<file path="config.mk">
export PLATFORM = sky130hd
export DESIGN_NAME = data_mem_controller_flat
export DESIGN_NICKNAME = d
export VERILOG_FILES = /design/src/rtl/data_mem_controller_if.sv /design/src/rtl/data_mem_controller.sv /design/src/flat_wrapper.sv
export SDC_FILE = /design/constraint.sdc
export NUM_CORES = 1
export LEC_CHECK = 0
export ABC_AREA = 0
export CORE_MARGIN = 10
export CORE_UTILIZATION = 54
export CTS_CLUSTER_DIAMETER = 120
export CTS_CLUSTER_SIZE = 16
export DETAILED_ROUTE_END_ITERATION = 6
export GPL_TIMING_DRIVEN = 1
export PLACE_DENSITY = 0.95
export SYNTH_ARGS = -nofsm -noshare
export SYNTH_HDL_FRONTEND = slang
export SYNTH_SLANG_ARGS = --single-unit
</file>
<file path="constraint.sdc">
create_clock -name clk -period 7.6 [get_ports clk]
set_input_delay 2.28 -clock clk [delete_from_list [all_inputs] [get_ports clk]]
set_output_delay 2.28 -clock clk [all_outputs]
set_load 0.01 [all_outputs]
</file>
<file path="src/rtl/data_mem_controller_if.sv">
// Bundle of consumer-side (LSU) and memory-side request/response signals for the
// data-memory controller; slave is the controller, master is the surrounding system.
interface data_mem_controller_if #(
    parameter int unsigned ADDR_BITS     = 8,
    parameter int unsigned DATA_BITS     = 8,
    parameter int unsigned NUM_CONSUMERS = 4,
    parameter int unsigned NUM_CHANNELS  = 1
);
    logic [NUM_CONSUMERS-1:0]                consumer_read_valid;
    logic [NUM_CONSUMERS-1:0][ADDR_BITS-1:0] consumer_read_address;
    logic [NUM_CONSUMERS-1:0]                consumer_read_ready;
    logic [NUM_CONSUMERS-1:0][DATA_BITS-1:0] consumer_read_data;
    logic [NUM_CONSUMERS-1:0]                consumer_write_valid;
    logic [NUM_CONSUMERS-1:0][ADDR_BITS-1:0] consumer_write_address;
    logic [NUM_CONSUMERS-1:0][DATA_BITS-1:0] consumer_write_data;
    logic [NUM_CONSUMERS-1:0]                consumer_write_ready;

    logic [NUM_CHANNELS-1:0]                 mem_read_valid;
    logic [NUM_CHANNELS-1:0][ADDR_BITS-1:0]  mem_read_address;
    logic [NUM_CHANNELS-1:0]                 mem_read_ready;
    logic [NUM_CHANNELS-1:0][DATA_BITS-1:0]  mem_read_data;
    logic [NUM_CHANNELS-1:0]                 mem_write_valid;
    logic [NUM_CHANNELS-1:0][ADDR_BITS-1:0]  mem_write_address;
    logic [NUM_CHANNELS-1:0][DATA_BITS-1:0]  mem_write_data;
    logic [NUM_CHANNELS-1:0]                 mem_write_ready;

    modport slave (
        input  consumer_read_valid, consumer_read_address,
        input  consumer_write_valid, consumer_write_address, consumer_write_data,
        output consumer_read_ready, consumer_read_data, consumer_write_ready,
        output mem_read_valid, mem_read_address,
        output mem_write_valid, mem_write_address, mem_write_data,
        input  mem_read_ready, mem_read_data, mem_write_ready
    );

    modport master (
        output consumer_read_valid, consumer_read_address,
        output consumer_write_valid, consumer_write_address, consumer_write_data,
        input  consumer_read_ready, consumer_read_data, consumer_write_ready,
        input  mem_read_valid, mem_read_address,
        input  mem_write_valid, mem_write_address, mem_write_data,
        output mem_read_ready, mem_read_data, mem_write_ready
    );
endinterface

</file>
<file path="src/rtl/data_mem_controller.sv">
// Round-robin arbiter relaying LSU read/write requests onto external memory channels;
// each channel is a small FSM carrying one transaction at a time.
module data_mem_controller #(
    parameter int unsigned ADDR_BITS     = 8,
    parameter int unsigned DATA_BITS     = 8,
    parameter int unsigned NUM_CONSUMERS = 4,
    parameter int unsigned NUM_CHANNELS  = 1,
    parameter bit          WRITE_ENABLE  = 1'b1
) (
    input logic                  clk,
    input logic                  reset,
    data_mem_controller_if.slave bus
);
    localparam int unsigned IDX_BITS = (NUM_CONSUMERS > 1) ? $clog2(NUM_CONSUMERS) : 1;

    typedef enum logic [2:0] {
        StIdle,
        StReadWait,
        StWriteWait,
        StReadRelay,
        StWriteRelay
    } state_e;

    state_e               state_q [NUM_CHANNELS];
    state_e               state_d [NUM_CHANNELS];
    logic [IDX_BITS-1:0]  owner_q [NUM_CHANNELS];
    logic [IDX_BITS-1:0]  owner_d [NUM_CHANNELS];
    logic [ADDR_BITS-1:0] addr_q  [NUM_CHANNELS];
    logic [ADDR_BITS-1:0] addr_d  [NUM_CHANNELS];
    logic [DATA_BITS-1:0] wdata_q [NUM_CHANNELS];
    logic [DATA_BITS-1:0] wdata_d [NUM_CHANNELS];
    logic [DATA_BITS-1:0] rdata_q [NUM_CONSUMERS];
    logic [DATA_BITS-1:0] rdata_d [NUM_CONSUMERS];
    logic [IDX_BITS-1:0]  rr_q, rr_d;

    logic [NUM_CONSUMERS-1:0] claimed;
    logic [NUM_CONSUMERS-1:0] taken;
    logic [NUM_CONSUMERS-1:0] write_req;
    logic                     found;
    logic [IDX_BITS-1:0]      sel;
    int                       idx;

    assign write_req = WRITE_ENABLE ? bus.consumer_write_valid : '0;

    // A consumer stays claimed from grant until its channel returns to idle.
    always_comb begin
        claimed = '0;
        for (int c = 0; c < NUM_CHANNELS; c++) begin
            if (state_q[c] != StIdle) claimed[owner_q[c]] = 1'b1;
        end
    end

    always_comb begin
        taken = claimed;
        rr_d  = rr_q;
        found = 1'b0;
        sel   = '0;
        idx   = 0;
        for (int c = 0; c < NUM_CHANNELS; c++) begin
            state_d[c] = state_q[c];
            owner_d[c] = owner_q[c];
            addr_d[c]  = addr_q[c];
            wdata_d[c] = wdata_q[c];
        end
        for (int i = 0; i < NUM_CONSUMERS; i++) rdata_d[i] = rdata_q[i];

        // Channels resolve in ascending order; taken accumulates same-cycle claims.
        for (int c = 0; c < NUM_CHANNELS; c++) begin
            unique case (state_q[c])
                StIdle: begin
                    found = 1'b0;
                    for (int k = 0; k < NUM_CONSUMERS; k++) begin
                        idx = int'(rr_q) + k;
                        if (idx >= int'(NUM_CONSUMERS)) idx = idx - int'(NUM_CONSUMERS);
                        sel = IDX_BITS'(idx);
                        if (!found && !taken[sel] &&
                            (bus.consumer_read_valid[sel] || write_req[sel])) begin
                            found      = 1'b1;
                            taken[sel] = 1'b1;
                            owner_d[c] = sel;
                            rr_d       = (int'(sel) == int'(NUM_CONSUMERS) - 1) ? '0
                                                                                : sel + 1'b1;
                            if (bus.consumer_read_valid[sel]) begin
                                state_d[c] = StReadWait;
                                addr_d[c]  = bus.consumer_read_address[sel];
                            end else begin
                                state_d[c] = StWriteWait;
                                addr_d[c]  = bus.consumer_write_address[sel];
                                wdata_d[c] = bus.consumer_write_data[sel];
                            end
                        end
                    end
                end
                StReadWait: begin
                    if (bus.mem_read_ready[c]) begin
                        state_d[c]          = StReadRelay;
                        rdata_d[owner_q[c]] = bus.mem_read_data[c];
                    end
                end
                StWriteWait: begin
                    if (bus.mem_write_ready[c]) state_d[c] = StWriteRelay;
                end
                StReadRelay: begin
                    if (!bus.consumer_read_valid[owner_q[c]]) state_d[c] = StIdle;
                end
                StWriteRelay: begin
                    if (!bus.consumer_write_valid[owner_q[c]]) state_d[c] = StIdle;
                end
                default: state_d[c] = StIdle;
            endcase
        end
    end

    always_ff @(posedge clk or negedge reset) begin
        if (!reset) begin
            rr_q <= '0;
            for (int c = 0; c < NUM_CHANNELS; c++) begin
                state_q[c] <= StIdle;
                owner_q[c] <= '0;
                addr_q[c]  <= '0;
                wdata_q[c] <= '0;
            end
            for (int i = 0; i < NUM_CONSUMERS; i++) rdata_q[i] <= '0;
        end else begin
            rr_q <= rr_d;
            for (int c = 0; c < NUM_CHANNELS; c++) begin
                state_q[c] <= state_d[c];
                owner_q[c] <= owner_d[c];
                addr_q[c]  <= addr_d[c];
                wdata_q[c] <= wdata_d[c];
            end
            for (int i = 0; i < NUM_CONSUMERS; i++) rdata_q[i] <= rdata_d[i];
        end
    end

    always_comb begin
        bus.consumer_read_ready  = '0;
        bus.consumer_write_ready = '0;
        bus.mem_read_valid       = '0;
        bus.mem_read_address     = '0;
        bus.mem_write_valid      = '0;
        bus.mem_write_address    = '0;
        bus.mem_write_data       = '0;
        for (int c = 0; c < NUM_CHANNELS; c++) begin
            if (state_q[c] == StReadRelay) bus.consumer_read_ready[owner_q[c]] = 1'b1;
            if (state_q[c] == StWriteRelay) bus.consumer_write_ready[owner_q[c]] = 1'b1;
            bus.mem_read_valid[c]   = (state_q[c] == StReadWait);
            bus.mem_read_address[c] = addr_q[c];
            if (WRITE_ENABLE) begin
                bus.mem_write_valid[c]   = (state_q[c] == StWriteWait);
                bus.mem_write_address[c] = addr_q[c];
                bus.mem_write_data[c]    = wdata_q[c];
            end
        end
        for (int i = 0; i < NUM_CONSUMERS; i++) bus.consumer_read_data[i] = rdata_q[i];
    end
endmodule
</file>
<file path="src/flat_wrapper.sv">
// flat-port wrapper written by rule: the top's interface ports become plain ports
module data_mem_controller_flat 
#(
    parameter int unsigned ADDR_BITS     = 8,
    parameter int unsigned DATA_BITS     = 8,
    parameter int unsigned NUM_CONSUMERS = 4,
    parameter int unsigned NUM_CHANNELS  = 1,
    parameter bit          WRITE_ENABLE  = 1'b1
)
  (clk, reset, bus_consumer_read_valid, bus_consumer_read_address, bus_consumer_write_valid, bus_consumer_write_address, bus_consumer_write_data, bus_consumer_read_ready, bus_consumer_read_data, bus_consumer_write_ready, bus_mem_read_valid, bus_mem_read_address, bus_mem_write_valid, bus_mem_write_address, bus_mem_write_data, bus_mem_read_ready, bus_mem_read_data, bus_mem_write_ready);
  data_mem_controller_if #(.ADDR_BITS(ADDR_BITS), .DATA_BITS(DATA_BITS), .NUM_CONSUMERS(NUM_CONSUMERS), .NUM_CHANNELS(NUM_CHANNELS)) bus_i ();
  input logic clk;
  input logic reset;
  input wire logic [$bits(bus_i.consumer_read_valid)-1:0] bus_consumer_read_valid;
  input wire logic [$bits(bus_i.consumer_read_address)-1:0] bus_consumer_read_address;
  input wire logic [$bits(bus_i.consumer_write_valid)-1:0] bus_consumer_write_valid;
  input wire logic [$bits(bus_i.consumer_write_address)-1:0] bus_consumer_write_address;
  input wire logic [$bits(bus_i.consumer_write_data)-1:0] bus_consumer_write_data;
  output wire logic [$bits(bus_i.consumer_read_ready)-1:0] bus_consumer_read_ready;
  output wire logic [$bits(bus_i.consumer_read_data)-1:0] bus_consumer_read_data;
  output wire logic [$bits(bus_i.consumer_write_ready)-1:0] bus_consumer_write_ready;
  output wire logic [$bits(bus_i.mem_read_valid)-1:0] bus_mem_read_valid;
  output wire logic [$bits(bus_i.mem_read_address)-1:0] bus_mem_read_address;
  output wire logic [$bits(bus_i.mem_write_valid)-1:0] bus_mem_write_valid;
  output wire logic [$bits(bus_i.mem_write_address)-1:0] bus_mem_write_address;
  output wire logic [$bits(bus_i.mem_write_data)-1:0] bus_mem_write_data;
  input wire logic [$bits(bus_i.mem_read_ready)-1:0] bus_mem_read_ready;
  input wire logic [$bits(bus_i.mem_read_data)-1:0] bus_mem_read_data;
  input wire logic [$bits(bus_i.mem_write_ready)-1:0] bus_mem_write_ready;
  assign bus_i.consumer_read_valid = bus_consumer_read_valid;
  assign bus_i.consumer_read_address = bus_consumer_read_address;
  assign bus_i.consumer_write_valid = bus_consumer_write_valid;
  assign bus_i.consumer_write_address = bus_consumer_write_address;
  assign bus_i.consumer_write_data = bus_consumer_write_data;
  assign bus_consumer_read_ready = bus_i.consumer_read_ready;
  assign bus_consumer_read_data = bus_i.consumer_read_data;
  assign bus_consumer_write_ready = bus_i.consumer_write_ready;
  assign bus_mem_read_valid = bus_i.mem_read_valid;
  assign bus_mem_read_address = bus_i.mem_read_address;
  assign bus_mem_write_valid = bus_i.mem_write_valid;
  assign bus_mem_write_address = bus_i.mem_write_address;
  assign bus_mem_write_data = bus_i.mem_write_data;
  assign bus_i.mem_read_ready = bus_mem_read_ready;
  assign bus_i.mem_read_data = bus_mem_read_data;
  assign bus_i.mem_write_ready = bus_mem_write_ready;
  data_mem_controller #(.ADDR_BITS(ADDR_BITS), .DATA_BITS(DATA_BITS), .NUM_CONSUMERS(NUM_CONSUMERS), .NUM_CHANNELS(NUM_CHANNELS), .WRITE_ENABLE(WRITE_ENABLE)) u_core (.clk(clk), .reset(reset), .bus(bus_i));
endmodule
</file>
==> impl_metrics.tcl <==
set metrics [dict create \
    design.die.area_um2 16610 \
    drive_above_1_share_pct 27.53 \
    synth_most_common_cell "mux4_2" \
    finalSetupTns_ns 0 \
    final_net_count 792 \
    path_clk_slew_ns 0.08 \
    ys.warnings.count 0 \
    period_share_pct 76.42 \
    cts_buffer_depth 2 \
    vdd_drop_max_mv 0.2665 \
    min_period_ns 5.808 \
    synth-edff-count 0 \
    yosys.area.top_type_share_pct 36.24 \
    finClkSkew_ns 0.008873 \
    seq_area_frac_synth_pct 21.50 \
    timing.fmax_mhz 172.2 \
    dpl-instance-area_um2 8122 \
    yosys.area.top_type "mux4_2" \
    vias 5616 \
    hold_class "reg -> reg" \
    outcome "finished clean" \
    synthTopCellsByArea "mux4_2 (36%), dfrtp_1 (22%), mux2_2 (8.6%)" \
    crit_path_end_kind "register" \
    grt_max_degree 66 \
    wirelength_um 19160 \
    syn_to_final_growth_pct 29.26 \
    die_h_um 128.9 \
    cts_sinks 55 \
    initial_core_util_pct 55.58 \
    hold_buffers 0 \
    powerDensity_nw_per_um2 475.6 \
    relSlewSlack_pct 34.93 \
    cts_resized 0 \
    gp_congestion 0.9038 \
    synthDistinctLibCells 64 \
    p_leak_uw 0.003022 \
    path_class "in -> reg" \
    arrival_ns 5.97 \
    syn_area_um2 6401 \
    track_usage_pct 22.49 \
    p_total_uw 3935 \
    hold_viol 0 \
    first_pass_iters 5 \
    crit_required_ns 7.76 \
    cp_max_fo 22 \
    final_area_um2 8274 \
    rsz0062_at_grt "false" \
    vias_per_cell 6.891 \
    htree_levels 2 \
    ys.flop_type "dfrtp_1" \
    worst_pin_slew_ns 0.9708 \
    routedWlPerCell_um 23.50 \
    io_buffers 181 \
    antenna_found_initial 0 \
    setup_viol 0 \
    ant_nets 0 \
    async_flop_share_pct 100.0 \
    die_width_um 128.9 \
    ys_seq_elements 55 \
    drc_errors 0 \
    synth_common_cells "mux4_2 (103), dfrtp_1 (55), mux2i_1 (53), mux2_2 (49), nand2_1 (35)" \
    n_antenna_cell 0 \
    syn_inst 537 \
    synth_fp_nets 658 \
    cts_setup_buffers 0 \
    grt_overflow 0 \
    n_fill_cell 753 \
    cts_made_buffers 5 \
    drt_iter0_drc 522 \
    root_buffer "clkbuf_16" \
    fp.coreArea_um2 11520 \
    syn-mean-instance-area_um2 11.92 \
    clkLatencyLatePin_ns 0.30 \
    cts_tree "built" \
    fp-row-count 39 \
    maxCapViolCount 0 \
    start_kind "input pin" \
    num_io_pins 182 \
    grt_pass1_vias 5752 \
    grt_pass1_wl_um 30690 \
    hpwl_um 14790 \
    drv_slew 0 \
]
-- kinds of logic (layout without fill, tap and decap cells) --
| logic type | count (synthesis) | after routing | share of synthesized area (%) |
|---|---|---|---|
| flops | 55 | 55 | 21.50 |
| compound gates | 86 | 86 | 9.402 |
| xor+xnor | 4 | 4 | 0.5474 |
| simple gates | 116 | 116 | 9.070 |
| mux | 205 | 205 | 53.15 |
| buf+inv | 66 | 201 | 5.356 |
| fa+ha+maj | 5 | 5 | 0.9773 |
-- critical path, cell delays in order --
cell and delay, ns:
clkdlybuf4s50_1 0.64, or3_1 0.16, o311ai_1 0.11, o2bb2ai_2 0.60, mux2i_1 0.42, o221ai_2 0.23
a2111oi_4 0.41, buf_4 0.28, and2b_1 0.47, mux2i_1 0.27, o21ai_1 0.08
-- state kept, by name, indices dropped and copies added, names as in the netlist --
register,cells
u_core.bus.mem_read_address,8
u_core.state_q,3
u_core.rr_q,2
u_core.bus.consumer_read_data,32
u_core.bus.mem_write_data,8
u_core.owner_q,2
-- routing by layer --
metal	share of wire [%]	global-route usage (%)	vias up	wire (um)
li1	-	-	2399	-
met1	40	29.66	2771	7683
met4	1.5	5.084	0	278
met5	0	0	-	0
met3	12	6.653	30	2308
met2	46	36.01	416	8886
-- cell usage in the layout, fill, tap and decap left out, types with 3 or more instances in the layout --
master / instances
mux2i_1: 53
clkbuf_16: 5
o21ai_1: 14
nor3_1: 7
nor3_2: 3
nand2_1: 35
mux4_2: 103
inv_1: 6
a31oi_1: 3
dfrtp_1: 53
clkdlybuf4s50_1: 180
nor2b_1: 4
nor2_1: 30
buf_4: 4
nand3_1: 4
a21oi_1: 12
mux2_2: 49
nand2b_1: 13
ha_1: 4
o21ai_0: 26
nor3b_1: 4
xnor2_1: 3
-- stage by stage --
| step | hold WS, ns | setup WS, ns | utilization, % | cells |
|---|---|---|---|---|
| global route | 0.5185 | 1.571 | 71.85 | 815 |
| detailed placement | 0.4926 | 1.501 | 70.52 | 807 |
| CTS | 0.5103 | 1.837 | 71.85 | 815 |
| finish | 0.5089 | 1.792 | 71.85 | 815 |
| floorplan | 0.5385 | 3.059 | - | 537 |
| global placement | 0.4861 | 1.736 | 70.52 | 807 |
-- final timing paths --
check | startpoint | to | slack, ns | cells after the start
min in group asynchronous | reset | u_core.state_q[2]$_DFFE_PN0P_ | 2.10 | 2
max in group asynchronous | reset | u_core.rr_q[0]$_DFFE_PN0P_ | 4.96 | 2
setup / recovery | bus_consumer_read_valid[2] | u_core.bus.mem_write_data[4]$_DFFE_PN0N_ | 1.79 | 11
setup reg to reg | u_core.rr_q[1]$_DFFE_PN0P_ | u_core.bus.mem_write_data[4]$_DFFE_PN0N_ | 2.25 | 13
hold / removal | u_core.bus.consumer_read_data[12]$_DFFE_PN0P_ | u_core.bus.consumer_read_data[12]$_DFFE_PN0P_ | 0.51 | 1
hold reg to reg | u_core.bus.consumer_read_data[12]$_DFFE_PN0P_ | u_core.bus.consumer_read_data[12]$_DFFE_PN0P_ | 0.51 | 1
-- cell type report --
type	count	area, um2	share of cell area [%]
tap	143	178.9	2.162
clock inverter	3	27.53	0.3327
timing repair buffer	185	1837	22.20
clock buffer	5	125.1	1.512
inverter	8	30.03	0.3629
sequential	55	1381	16.69
multi-input combinational	416	4695	56.74
-- report_power, final --
| part | switching, uW | internal, uW |
|---|---|---|
| combinational | 1470 | 1590 |
| clock | 115 | 126 |
| sequential | 192 | 441 |
| total | 1780 | 2160 |
Note: power is estimated with default switching activity, not from simulation.
